<file path="config.mk">
export PLATFORM = sky130hd
export DESIGN_NAME = clock_set_ctrl_flat
export DESIGN_NICKNAME = d
export VERILOG_FILES = /design/src/rtl/clock_pkg.sv /design/src/rtl/clock_set_ctrl_if.sv /design/src/rtl/hms_counter.sv /design/src/rtl/clock_set_ctrl.sv /design/src/flat_wrapper.sv
export SDC_FILE = /design/constraint.sdc
export NUM_CORES = 1
export LEC_CHECK = 0
export ABC_AREA = 1
export CORE_MARGIN = 8
export CORE_UTILIZATION = 30
export CTS_CLUSTER_SIZE = 12
export DETAILED_ROUTE_END_ITERATION = 16
export PLACE_DENSITY = 0.49
export SLEW_MARGIN = 20
export SYNTH_ARGS = -nofsm -noshare
export SYNTH_HDL_FRONTEND = slang
export SYNTH_SLANG_ARGS = --single-unit
</file>
<file path="constraint.sdc">
create_clock -name clk -period 2.04 [get_ports clk]
set_input_delay 0.612 -clock clk [delete_from_list [all_inputs] [get_ports clk]]
set_output_delay 0.612 -clock clk [all_outputs]
set_load 0.02 [all_outputs]
</file>
<file path="src/rtl/clock_pkg.sv">
// Shared types and limits for the HH:MM:SS run/set clock.
// Mode encoding, field widths and wrap values.
package clock_pkg;

  localparam int H_W  = 5;
  localparam int MS_W = 6;

  localparam logic [H_W-1:0]  HOUR_MAX    = 5'd23;
  localparam logic [MS_W-1:0] MIN_SEC_MAX = 6'd59;

  typedef enum logic [1:0] {
    RUN   = 2'd0,
    SET_H = 2'd1,
    SET_M = 2'd2,
    SET_S = 2'd3
  } mode_t;

endpackage

</file>
<file path="src/rtl/clock_set_ctrl_if.sv">
// Panel/display bundle: button pulses in, time fields, mode and tick out.
// slave = controller side, master = panel/display side.
interface clock_set_ctrl_if;
  import clock_pkg::*;

  logic             btn_mode;
  logic             btn_inc;
  logic [H_W-1:0]   H_reg;
  logic [MS_W-1:0]  M_reg;
  logic [MS_W-1:0]  S_reg;
  mode_t            mode;
  logic             sec_tick;

  modport slave (
    input  btn_mode, btn_inc,
    output H_reg, M_reg, S_reg, mode, sec_tick
  );

  modport master (
    output btn_mode, btn_inc,
    input  H_reg, M_reg, S_reg, mode, sec_tick
  );

endinterface

</file>
<file path="src/rtl/hms_counter.sv">
// Time-of-day registers: cascaded advance or single-field increments.
// Ports: adv, inc_h/inc_m/inc_s in; h, m, s out.
module hms_counter
  import clock_pkg::*;
(
  input  logic            clk,
  input  logic            rst_n,
  input  logic            adv,
  input  logic            inc_h,
  input  logic            inc_m,
  input  logic            inc_s,
  output logic [H_W-1:0]  h,
  output logic [MS_W-1:0] m,
  output logic [MS_W-1:0] s
);

  logic h_top, m_top, s_top;
  logic [H_W-1:0]  h_nx;
  logic [MS_W-1:0] m_nx, s_nx;

  assign h_top = (h == HOUR_MAX);
  assign m_top = (m == MIN_SEC_MAX);
  assign s_top = (s == MIN_SEC_MAX);

  assign h_nx = h_top ? '0 : h + H_W'(1);
  assign m_nx = m_top ? '0 : m + MS_W'(1);
  assign s_nx = s_top ? '0 : s + MS_W'(1);

  always_ff @(posedge clk or negedge rst_n) begin
    if (!rst_n) begin
      h <= '0;
      m <= '0;
      s <= '0;
    end else if (adv) begin
      s <= s_nx;
      if (s_top) m <= m_nx;
      if (s_top && m_top) h <= h_nx;
    end else begin
      if (inc_h) h <= h_nx;
      if (inc_m) m <= m_nx;
      if (inc_s) s <= s_nx;
    end
  end

endmodule

</file>
<file path="src/rtl/clock_set_ctrl.sv">
// Run/set controller: second prescaler, mode FSM, time registers.
// Ports: clk, rst_n, bus (buttons in; H/M/S, mode, sec_tick out).
module clock_set_ctrl
  import clock_pkg::*;
#(
  parameter int TICK_DIV = 50_000_000
)(
  input  logic             clk,
  input  logic             rst_n,
  clock_set_ctrl_if.slave  bus
);

  localparam int PW = (TICK_DIV > 1) ? $clog2(TICK_DIV) : 1;
  localparam logic [PW-1:0] P_LAST = PW'(TICK_DIV - 1);

  mode_t         state, state_nx;
  logic [PW-1:0] presc, presc_nx;
  logic          tick, tick_nx;
  logic          inc, adv, inc_h, inc_m, inc_s;

  always_ff @(posedge clk or negedge rst_n) begin
    if (!rst_n) state <= RUN;
    else        state <= state_nx;
  end

  always_comb begin
    state_nx = state;
    if (bus.btn_mode) begin
      unique case (state)
        RUN:   state_nx = SET_H;
        SET_H: state_nx = SET_M;
        SET_M: state_nx = SET_S;
        SET_S: state_nx = RUN;
      endcase
    end
  end

  // btn_mode has priority; a coincident btn_inc is dropped.
  always_comb begin
    inc   = bus.btn_inc && !bus.btn_mode;
    inc_h = 1'b0;
    inc_m = 1'b0;
    inc_s = 1'b0;
    unique case (1'b1)
      (state == SET_H): inc_h = inc;
      (state == SET_M): inc_m = inc;
      (state == SET_S): inc_s = inc;
      default: ;
    endcase
    adv = tick;
  end

  // Prescaler only runs while staying in RUN, so entering RUN
  // starts a full TICK_DIV period from 0.
  always_comb begin
    presc_nx = '0;
    if (state == RUN && state_nx == RUN)
      presc_nx = (presc == P_LAST) ? '0 : presc + PW'(1);
    tick_nx = (state_nx == RUN) && (presc_nx == P_LAST);
  end

  always_ff @(posedge clk or negedge rst_n) begin
    if (!rst_n) begin
      presc <= '0;
      tick  <= 1'b0;
    end else begin
      presc <= presc_nx;
      tick  <= tick_nx;
    end
  end

  hms_counter u_hms (
    .clk   (clk),
    .rst_n (rst_n),
    .adv   (adv),
    .inc_h (inc_h),
    .inc_m (inc_m),
    .inc_s (inc_s),
    .h     (bus.H_reg),
    .m     (bus.M_reg),
    .s     (bus.S_reg)
  );

  assign bus.mode     = state;
  assign bus.sec_tick = tick;

endmodule

</file>
<file path="src/flat_wrapper.sv">
// flat-port wrapper written by rule: the top's interface ports become plain ports
module clock_set_ctrl_flat import clock_pkg::*;
#(
  parameter int TICK_DIV = 50_000_000
)
  (clk, rst_n, bus_btn_mode, bus_btn_inc, bus_H_reg, bus_M_reg, bus_S_reg, bus_mode, bus_sec_tick);
  clock_set_ctrl_if bus_i ();
  input  logic clk;
  input  logic rst_n;
  input wire logic [$bits(bus_i.btn_mode)-1:0] bus_btn_mode;
  input wire logic [$bits(bus_i.btn_inc)-1:0] bus_btn_inc;
  output wire logic [$bits(bus_i.H_reg)-1:0] bus_H_reg;
  output wire logic [$bits(bus_i.M_reg)-1:0] bus_M_reg;
  output wire logic [$bits(bus_i.S_reg)-1:0] bus_S_reg;
  output wire logic [$bits(bus_i.mode)-1:0] bus_mode;
  output wire logic [$bits(bus_i.sec_tick)-1:0] bus_sec_tick;
  assign bus_i.btn_mode = bus_btn_mode;
  assign bus_i.btn_inc = bus_btn_inc;
  assign bus_H_reg = bus_i.H_reg;
  assign bus_M_reg = bus_i.M_reg;
  assign bus_S_reg = bus_i.S_reg;
  assign bus_mode = bus_i.mode;
  assign bus_sec_tick = bus_i.sec_tick;
  clock_set_ctrl #(.TICK_DIV(TICK_DIV)) u_core (.clk(clk), .rst_n(rst_n), .bus(bus_i));
endmodule
</file>
==> results.cfg, run 1 <==
[die]
initial_core_util_pct = 30.3
rows = 36
die_w_um = 114
fp.dieH_um = 114
core_area_um2 = 9550
ios = 24
die_area_um2 = 13000

[worst_setup_path]
r2r_cells = 13
reg2reg_slack_ps = 190
crit_chain = clkdlybuf4s50_1
critical_path.max_stage_delay_ps = 630
r2r_start = u_core.presc[0]
cp_slowest_cell = clkdlybuf4s50_1
cp-start-kind = flip-flop
path_delay_family = buffers and inverters
cp_num_buf_inv = 1
worstSetupEndpointType = primary output
crit_fanout = 5
cp.arrival_ps = 1360
cp.required_ps = 1430
worstSetupPathType = flip-flop to primary output
crit_start = u_core.u_hms.s[3]
r2r-end = u_core.bus.sec_tick

[route]
wl_per_cell_um = 12.2
drt_drc_violations_left = 0
finalWirelength_mm = 7.09
via_per_inst = 4.42
dr_total_vias = 2563
first_pass_iters = 4
ant_nets = 0
first_iter_violations = 132

[synth]
ys_seq_elements = 46
synth_async_sr_flop_share_pct = 100
synth_cells = 400
ys_warn_count = 0
ys_seq_area_share_pct = 39.8
synth_top_cell_by_area = dfrtp_1
synth_top_area_share_pct = 39.8
synth_area_per_cell_um2 = 7.22
syn_area_um2 = 2890
synth_fp_nets = 412
synth-edff-count = 0
ys_dominant_reg_cell = dfrtp_1
synth.area.top_cells = dfrtp_1 (40%), nand2_1 (14%), nor2_1 (8.1%), inv_1 (6.9%), nand3_1 (5.0%)
netlist-cell-type-count = 29

[finish]
seq_area_um2 = 1150
synthToLayoutAreaGrowth_pct = 23.2
fillCellCount = 1013
post-route-util_pct = 37.3
design_area_um2 = 3560
drive_gt1_share_pct = 16.3
multi_input_area_um2 = 1540
finalNetCount = 458
antennaDiodeCount = 0

[sta]
finalCritPeriodShare_pct = 96.5
setup_violations = 0
fin_worst_skew_ps = 3.93
slew_viol_final = 0
grt_setup_unrepaired = no
worst_slew_pin_slew_ps = 413
period_needed_ps = 1970
fmax_ghz = 0.508
finalHoldViolCount = 0
maxSlewHeadroom_pct = 72.2

[global_routing]
antenna_found_initial = 0
grt-ovfl-total = 0
grt_pass1_vias = 2497
track_usage_pct = 11.5
grt_max_degree = 47
grt_pass1_wl_mm = 12.0

[pwr]
p_per_area_nw_per_um2 = 780
ir_worst_vdd_mv = 0.281
cellLeakagePower_nw = 1.60

[clock_network]
htreeDepth = 2
cts_tree = yes
cts.reportedPaths.clkPinSlew_ps = 90
cts_buffer_depth = 2
root_buffer = clkbuf_8
clock-sinks = 46
cts_buffers = 5
clk_latency_ps = 300
hold_buffers = 0

[placed_design]
dpl_cell_area_um2 = 3400
io_buffer_count = 23
gp_congestion = 0.820
detailed_place_hpwl_mm = 5.44

[hold_path]
hold_class = primary input to asynchronous set/reset pin

[job]
drv_cap = 0

[run_status]
outcome = complete, no violations
[cells by family (layout without fill, tap and decap cells)]
logic type,after synthesis,count (layout),synth area share (%)
simple gates,249,249,40.3
mux,2,2,0.780
fa+ha+maj,8,8,3.46
xor+xnor,7,7,2.12
flops,46,46,39.8
buf+inv,57,104,7.54
compound gates,31,31,5.93
[registers in the layout, summed over array words and instances (netlist names)]
signal / flops
u_core.u_hms.m: 6
u_core.bus.sec_tick: 1
u_core.u_hms.h: 5
u_core.u_hms.s: 6
u_core.bus.mode: 2
u_core.presc: 26
[synth_stat cells (3+ instances only)]
master,n
nor3_1,8
nand2_4,3
nor2_1,62
inv_1,53
nand2_2,12
o21ai_0,7
dfrtp_1,46
nor2_4,7
a21oi_1,16
nand2_1,105
nand3_1,29
nand3b_1,3
nand4_1,7
xor2_1,5
ha_1,8
nor2_2,10
[metal layers]
| metal | part of all wire [%] | global-route usage [%] | vias to the layer above |
|---|---|---|---|
| li1 | - | - | 1345 |
| met1 | 48 | 14.7 | 1166 |
| met2 | 47 | 19.4 | 45 |
| met3 | 4.6 | 2.27 | 7 |
| met4 | 0.94 | 2.93 | 0 |
| met5 | 0 | 0 | - |
[final cells by class]
type | count | area share (%)
Timing Repair Buffer | 41 | 10.8
Clock buffer | 6 | 2.04
Tap cell | 133 | 4.67
Multi-Input combinational cell | 297 | 43.2
Sequential cell | 46 | 32.4
Clock inverter | 2 | 1.05
Inverter | 55 | 5.91
[stage by stage]
step	TNS [ps]	cells	hold slack [ps]	setup slack (ps)	power (mW)
after detailed placement	-3810	570	523	-303	2.08
after floorplan	0	400	316	264	1.65
after CTS	0	578	285	1.80	2.80
after global routing	0	580	290	11.0	2.99
after global placement	-2720	570	522	-216	2.07
final	0	580	281	70.7	2.78
[how the worst max path moves through the flow]
stage / endpoint / slack (ps) / cells after the start
after floorplan: u_core.presc[17] / 260 / 10
after global placement: u_core.presc[20] / -220 / 6
after detailed placement: u_core.presc[23] / -300 / 6
after CTS: u_core.presc[23] / 2 / 6
after global routing: bus_M_reg[3] / 10 / 1
final: bus_S_reg[3] / 70 / 1
[report_power, final]
group	internal (mW)	switching, mW
sequential	1.03	0.119
clock	0.366	0.342
combinational	0.410	0.505
[layout by cell type (no fill, tap or decap), drive strengths merged]
cell type	count
nand2	120
nor2	80
inv	54
dfrtp	46
nand3	30
buf	19
clkdlybuf4s50	18
a21oi	16
o21ai	10
nor3	8
ha	8
nand4	7
clkbuf	6
xor2	5
dlymetal6s2s	4
nand3b	3
clkinvlp	2
xnor2	2
mux2	2
a2bb2oi	2
o22ai	2
o21bai	1
or2	1
bufinv	1
[repair_timing]
item | CTS | global route
setup endpoints to repair | 0 | 17
resized for setup | 0 | 13
setup buffers | 0 | 2
endpoints found under the hold margin | 0 | 0
Power figures use the tool's default switching activity.
==> inputs of run 2 (changes only) <==
--- a/config.mk
+++ b/config.mk
@@ -10,7 +10,7 @@
 export CORE_UTILIZATION = 30
 export CTS_CLUSTER_SIZE = 12
 export DETAILED_ROUTE_END_ITERATION = 16
-export PLACE_DENSITY = 0.49
+export PLACE_DENSITY = 0.5
 export SLEW_MARGIN = 20
 export SYNTH_ARGS = -nofsm -noshare
 export SYNTH_HDL_FRONTEND = slang
==> constraint.sdc (replaced) <==
create_clock -name clk -period 1.6 [get_ports clk]
set_input_delay 0.48 -clock clk [delete_from_list [all_inputs] [get_ports clk]]
set_output_delay 0.48 -clock clk [all_outputs]
set_load 0.02 [all_outputs]
==> run 2 against run 1 <==
Effect of this change: the run now ends with negative setup slack left; die area unchanged; clock power up 5.1%; clock skew up 13 ps; global-route usage up 1.2 points; first-iteration DRC count up 1.5%; combinational power up 76%; critical path depth up 13; sequential share of layout area down 5.1 points; register-to-register slack worse by 350 ps; wire length up 12%; total power up 37%; utilization up 7.2 points; highest routed layer unchanged.
==> results.cfg, run 2 (synthesized netlist as in run 1, its figures left out) <==
[worst_setup_path]
r2r_start = u_core.presc[0]
cp-start-kind = flip-flop
reg2reg_slack_ps = -160
crit_start = u_core.presc[0]
worstSetupEndpointType = flip-flop
crit_end = u_core.bus.sec_tick
cp.required_ps = 1810
r2r_cells = 14
crit_fanout = 5
cp.arrival_ps = 1970
r2r-end = u_core.bus.sec_tick
worstSetupPathType = flip-flop to flip-flop

[route]
ant_nets = 0
wl_met3_um = 311
first_iter_violations = 134
first_pass_iters = 4
drt_drc_violations_left = 0
top_layer_used = met4
via_per_inst = 4.41
dr_total_vias = 2850
wl_per_cell_um = 12.3
dr_wl_met2_mm = 4.03
finalWirelength_mm = 7.95
m1WireLength_mm = 3.58

[sta]
finalCritPeriodShare_pct = 110
slew_viol_final = 0
maxSlewHeadroom_pct = 81.6
fin_worst_skew_ps = 16.5
worst_slew_pin_slew_ps = 275
grt_setup_unrepaired = yes
layout_setup_ws_ps = -158
timing.setup.tns_ps = -798
finalHoldViolCount = 0
setup_violations = 12
fmax_ghz = 0.569
period_needed_ps = 1760

[clock_network]
clock-sinks = 46
hold_buffers = 0
cts_buffer_depth = 2
cts_buffers = 5
cts.reportedPaths.clkPinSlew_ps = 100
clk_latency_ps = 310
cts_tree = yes
root_buffer = clkbuf_8
htreeDepth = 2

[pwr]
clkPwrFrac_pct = 19.6
switching_share_pct = 37.5
switching_power_mw = 1.43
combPwrFrac_pct = 42.3
cellLeakagePower_nw = 1.97
p_int_mw = 2.38
p_per_area_nw_per_um2 = 895
seqPwrFrac_pct = 38.1
ir_worst_vdd_mv = 0.397

[placed_design]
pre_cts_ws_ps = -472
io_buffer_count = 23
gp_congestion = 0.829
detailed_place_hpwl_mm = 5.99

[hold_path]
hold_class = primary input to asynchronous set/reset pin

[die]
core_area_um2 = 9550
die_area_um2 = 13000
ios = 24
die_w_um = 114
initial_core_util_pct = 30.3
rows = 36
fp.dieH_um = 114

[finish]
regMostFlops = u_core.presc
drive_gt1_share_pct = 38.0
finalNetCount = 524
final_common_cell = nand2_1
final_cell_mix = nand2_1 (97), buf_4 (76), nor2_1 (49)
synthToLayoutAreaGrowth_pct = 47.1
antennaDiodeCount = 0
reg_top3 = u_core.presc: 26 flops, u_core.u_hms.m: 6 flops, u_core.u_hms.s: 6 flops
largest_reg_flops = 26

[global_routing]
grt_max_degree = 47
grt_pass1_vias = 2869
grt_pass1_wl_mm = 13.3
antenna_found_initial = 0
track_usage_pct = 12.7
grt-ovfl-total = 0

[run_status]
violations = negative setup slack
outcome = complete, but fails checks

[job]
drv_cap = 0
-- run 2: cell type report --
| cell class | count | area, µm² |
|---|---|---|
| Timing Repair Buffer | 106 | 857 |
| Tap cell | 133 | 166 |
| Inverter | 55 | 219 |
| Clock inverter | 3 | 18.8 |
| Fill cell | 1005 | 5300 |
| Sequential cell | 46 | 1160 |
| Clock buffer | 5 | 68.8 |
| Multi-Input combinational cell | 297 | 1750 |
| Timing Repair inverter | 1 | 11.3 |
-- run 2: per-stage QoR --
step / power, mW / instances / utilization [%] / cell area (µm²) / hold WS [ps]
3_3_place_gp: 2.87 / 630 / 40.6 / 3880 / 493
6_report: 3.81 / 646 / 44.5 / 4250 / 144
2_1_floorplan: 2.13 / 400 / - / 2910 / 184
3_5_place_dp: 2.90 / 630 / 40.6 / 3880 / 493
4_1_cts: 3.72 / 642 / 42.7 / 4080 / 152
5_1_grt: 4.08 / 646 / 44.5 / 4250 / 159
-- run 2: worst max-delay path, stage by stage, from the launching register on --
cell and delay (ps):
dfrtp_1 410, ha_4 160, nand2_4 70, nor2_8 150
buf_12 120, nand2_4 60, nor2_4 160, buf_4 120
nand2_1 40, nand2_1 70, inv_1 40, nand3_1 70
nor2_1 50, nand3_1 90, nor2_2 50
-- run 2: power groups by stage --
| stage | logic (mW) | clock network (mW) | registers (mW) |
|---|---|---|---|
| global route | 1.77 | 0.835 | 1.48 |
| floorplan | 0.453 | 0 | 1.68 |
| CTS | 1.49 | 0.785 | 1.44 |
| detailed placement | 1.44 | 0 | 1.47 |
| global placement | 1.41 | 0 | 1.46 |
| finish | 1.61 | 0.744 | 1.45 |
-- run 2: how the worst min path moves through the flow --
| stage | startpoint | endpoint | depth (start not counted) | slack (ps) |
|---|---|---|---|---|
| after floorplan | rst_n | u_core.bus.mode[0] | 0 | 180 |
| after global placement | rst_n | u_core.u_hms.s[2] | 2 | 490 |
| after detailed placement | rst_n | u_core.u_hms.s[1] | 2 | 490 |
| after CTS | rst_n | u_core.u_hms.s[1] | 2 | 150 |
| after global routing | rst_n | u_core.presc[9] | 2 | 160 |
| final | rst_n | u_core.u_hms.s[1] | 2 | 140 |
-- run 2: timing repair --
item                                    in CTS  in global routing
cloned                                       0                  1
pin swaps                                   10                 18
setup buffers                                4                  3
resized for setup                           68                 47
endpoints found under the setup margin      41                 35
-- run 2: metal layers --
metal / vias up / GRT usage [%]
li1: 1487 / -
met1: 1323 / 15.1
met2: 38 / 23.2
met3: 2 / 2.74
met4: 0 / 2.13
met5: - / 0
==> inputs of run 3 (changes only) <==
--- a/config.mk
+++ b/config.mk
@@ -15,3 +15,4 @@
 export SYNTH_ARGS = -nofsm -noshare
 export SYNTH_HDL_FRONTEND = slang
 export SYNTH_SLANG_ARGS = --single-unit
+export TNS_END_PERCENT = 1
==> run 3 against run 2 <==
Effect of this change: count of clock-buffer cells in the layout grew 1; non-clock buffer count decreased by 3; highest routed layer unchanged; critical path depth down 2; utilization fell by 0.69 points; hold slack worse by 14 ps; the run still ends with negative setup slack left; clock power up 49%; final cell count down 0.62%; die area unchanged.
==> results.cfg, run 3 (synthesized netlist as in run 1, its figures left out) <==
[placed_design]
detailed_place_hpwl_mm = 5.89
io_buffer_count = 23
gp_congestion = 0.836
dpl_cell_area_um2 = 3900
dpl.cell_count = 633
pre_cts_ws_ps = -493

[finish]
stdcell_count = 642
final_common_cell = nand2_1
fillCellCount = 1001
drive_gt1_share_pct = 35.4
reg_top3 = u_core.presc: 26 flops, u_core.u_hms.m: 6 flops, u_core.u_hms.s: 6 flops
synthToLayoutAreaGrowth_pct = 44.8
post-route-util_pct = 43.8
final_cell_mix = nand2_1 (97), buf_4 (75), nor2_1 (51)
finalNetCount = 520
antennaDiodeCount = 0
design_area_um2 = 4180
regMostFlops = u_core.presc
largest_reg_flops = 26

[global_routing]
track_usage_pct = 12.5
grt-ovfl-total = 0
grt_max_degree = 47
antenna_found_initial = 0
grt_pass1_vias = 2833
grt_pass1_wl_mm = 13.1

[route]
finalWirelength_mm = 7.71
wl_per_cell_um = 12.0
dr_total_vias = 2825
via_per_inst = 4.40
first_iter_violations = 132
ant_nets = 0
drt_drc_violations_left = 0
first_pass_iters = 4

[clock_network]
cts_tree = yes
htreeDepth = 2
clock-sinks = 46
cts_buffers = 5
root_buffer = clkbuf_8
cts.reportedPaths.clkPinSlew_ps = 90
cts_buffer_depth = 2
clk_latency_ps = 310

[pwr]
cellLeakagePower_nw = 1.96
finalPower_mw = 3.99
p_per_area_nw_per_um2 = 952
ir_worst_vdd_mv = 0.444

[die]
initial_core_util_pct = 30.3
rows = 36
die_area_um2 = 13000
core_area_um2 = 9550
ios = 24
die_w_um = 114
fp.dieH_um = 114

[sta]
layout_setup_ws_ps = -164
maxSlewHeadroom_pct = 77.1
finalCritPeriodShare_pct = 110
finalHoldViolCount = 0
setup_violations = 2
worst_slew_pin_slew_ps = 340
fmax_ghz = 0.567
fin_worst_skew_ps = 10.1
slew_viol_final = 0
grt_setup_unrepaired = yes
period_needed_ps = 1760

[worst_setup_path]
path_delay_family = simple AND/OR/NAND/NOR gates
cp.required_ps = 1840
crit_fanout = 5
critical_path.max_stage_delay_ps = 420
cp.arrival_ps = 2000
worstSetupEndpointType = flip-flop
crit_chain = ha_4 > nand2_4 > nor2_8 > buf_12 > nand3_4 > nor2_2 > nor2_1 > nor2_1 > nand3_1 > nor2_1 > nand2_1 > nor2_2
cp_num_buf_inv = 1
reg2reg_slack_ps = -160
worstSetupPathType = flip-flop to flip-flop
cp-start-kind = flip-flop
cp_slowest_cell = dfrtp_1
cpMostUsedCell = nor2_1

[hold_path]
hold_class = primary input to asynchronous set/reset pin

[job]
drv_cap = 0

[run_status]
violations = negative setup slack
outcome = complete, but fails checks
[run 3: cell count changes in the layout (fill, tap and decap cells not counted), moves of 2 or more]
cell / delta
clkdlybuf4s15_1: -2
clkinv_2: -2
a21oi_1: +3
nor2_4: -3
bufinv_16: +2
buf_6: -2
nor2_1: +2
nand3_1: +4
nand3_2: -5
a21oi_2: -3
[run 3: path summary, 6_finish.rpt]
| check | from | end | cells after the start |
|---|---|---|---|
| min in group clk | u_core.u_hms.s[3] | u_core.u_hms.s[3] | 1 |
| worst max register to register | u_core.presc[1] | u_core.bus.sec_tick | 12 |
| worst min register to register | u_core.u_hms.s[3] | u_core.u_hms.s[3] | 1 |
| worst max-delay path | u_core.presc[1] | u_core.bus.sec_tick | 12 |
| max in group asynchronous | rst_n | u_core.presc[7] | 2 |
| worst min-delay path | rst_n | u_core.u_hms.s[1] | 2 |
[run 3: power breakdown]
group | leakage [nW] | switching [mW] | internal, mW
Combinational | 1.27 | 0.795 | 0.647
Clock | 0.0714 | 0.442 | 0.667
Sequential | 0.613 | 0.108 | 1.33
[run 3: area by class of cell]
class	count	area, µm²	area share, %
inverters	55	214	5.11
well taps	133	166	3.98
clock inverters	2	60.1	1.44
repair buffers	103	822	19.6
clock buffers	6	82.6	1.97
multi-input cells	297	1680	40.1
flip-flops and latches	46	1160	27.7
[run 3: per-stage QoR]
step | hold WS (ps) | setup TNS, ps
floorplan | 184 | -112
global placement | 492 | -12070
detailed placement | 491 | -13450
CTS | 157 | -471
global route | 162 | -2200
finish | 131 | -180
[run 3: what timing repair did]
action | CTS | global route
endpoints found under the hold margin | 0 | 0
pin swaps | 4 | 17
hold buffers | 0 | 0
setup endpoints to repair | 42 | 40
resized for setup | 48 | 44
setup buffers | 0 | 1
[run 3: layer usage]
layer  GRT usage, %  up-vias  share of wire, %
li1               -     1482                 -
met1           15.2     1300                45
met2           21.8       36                48
met3           2.58        7               5.0
met4           3.46        0               1.2
met5              0        -                 0
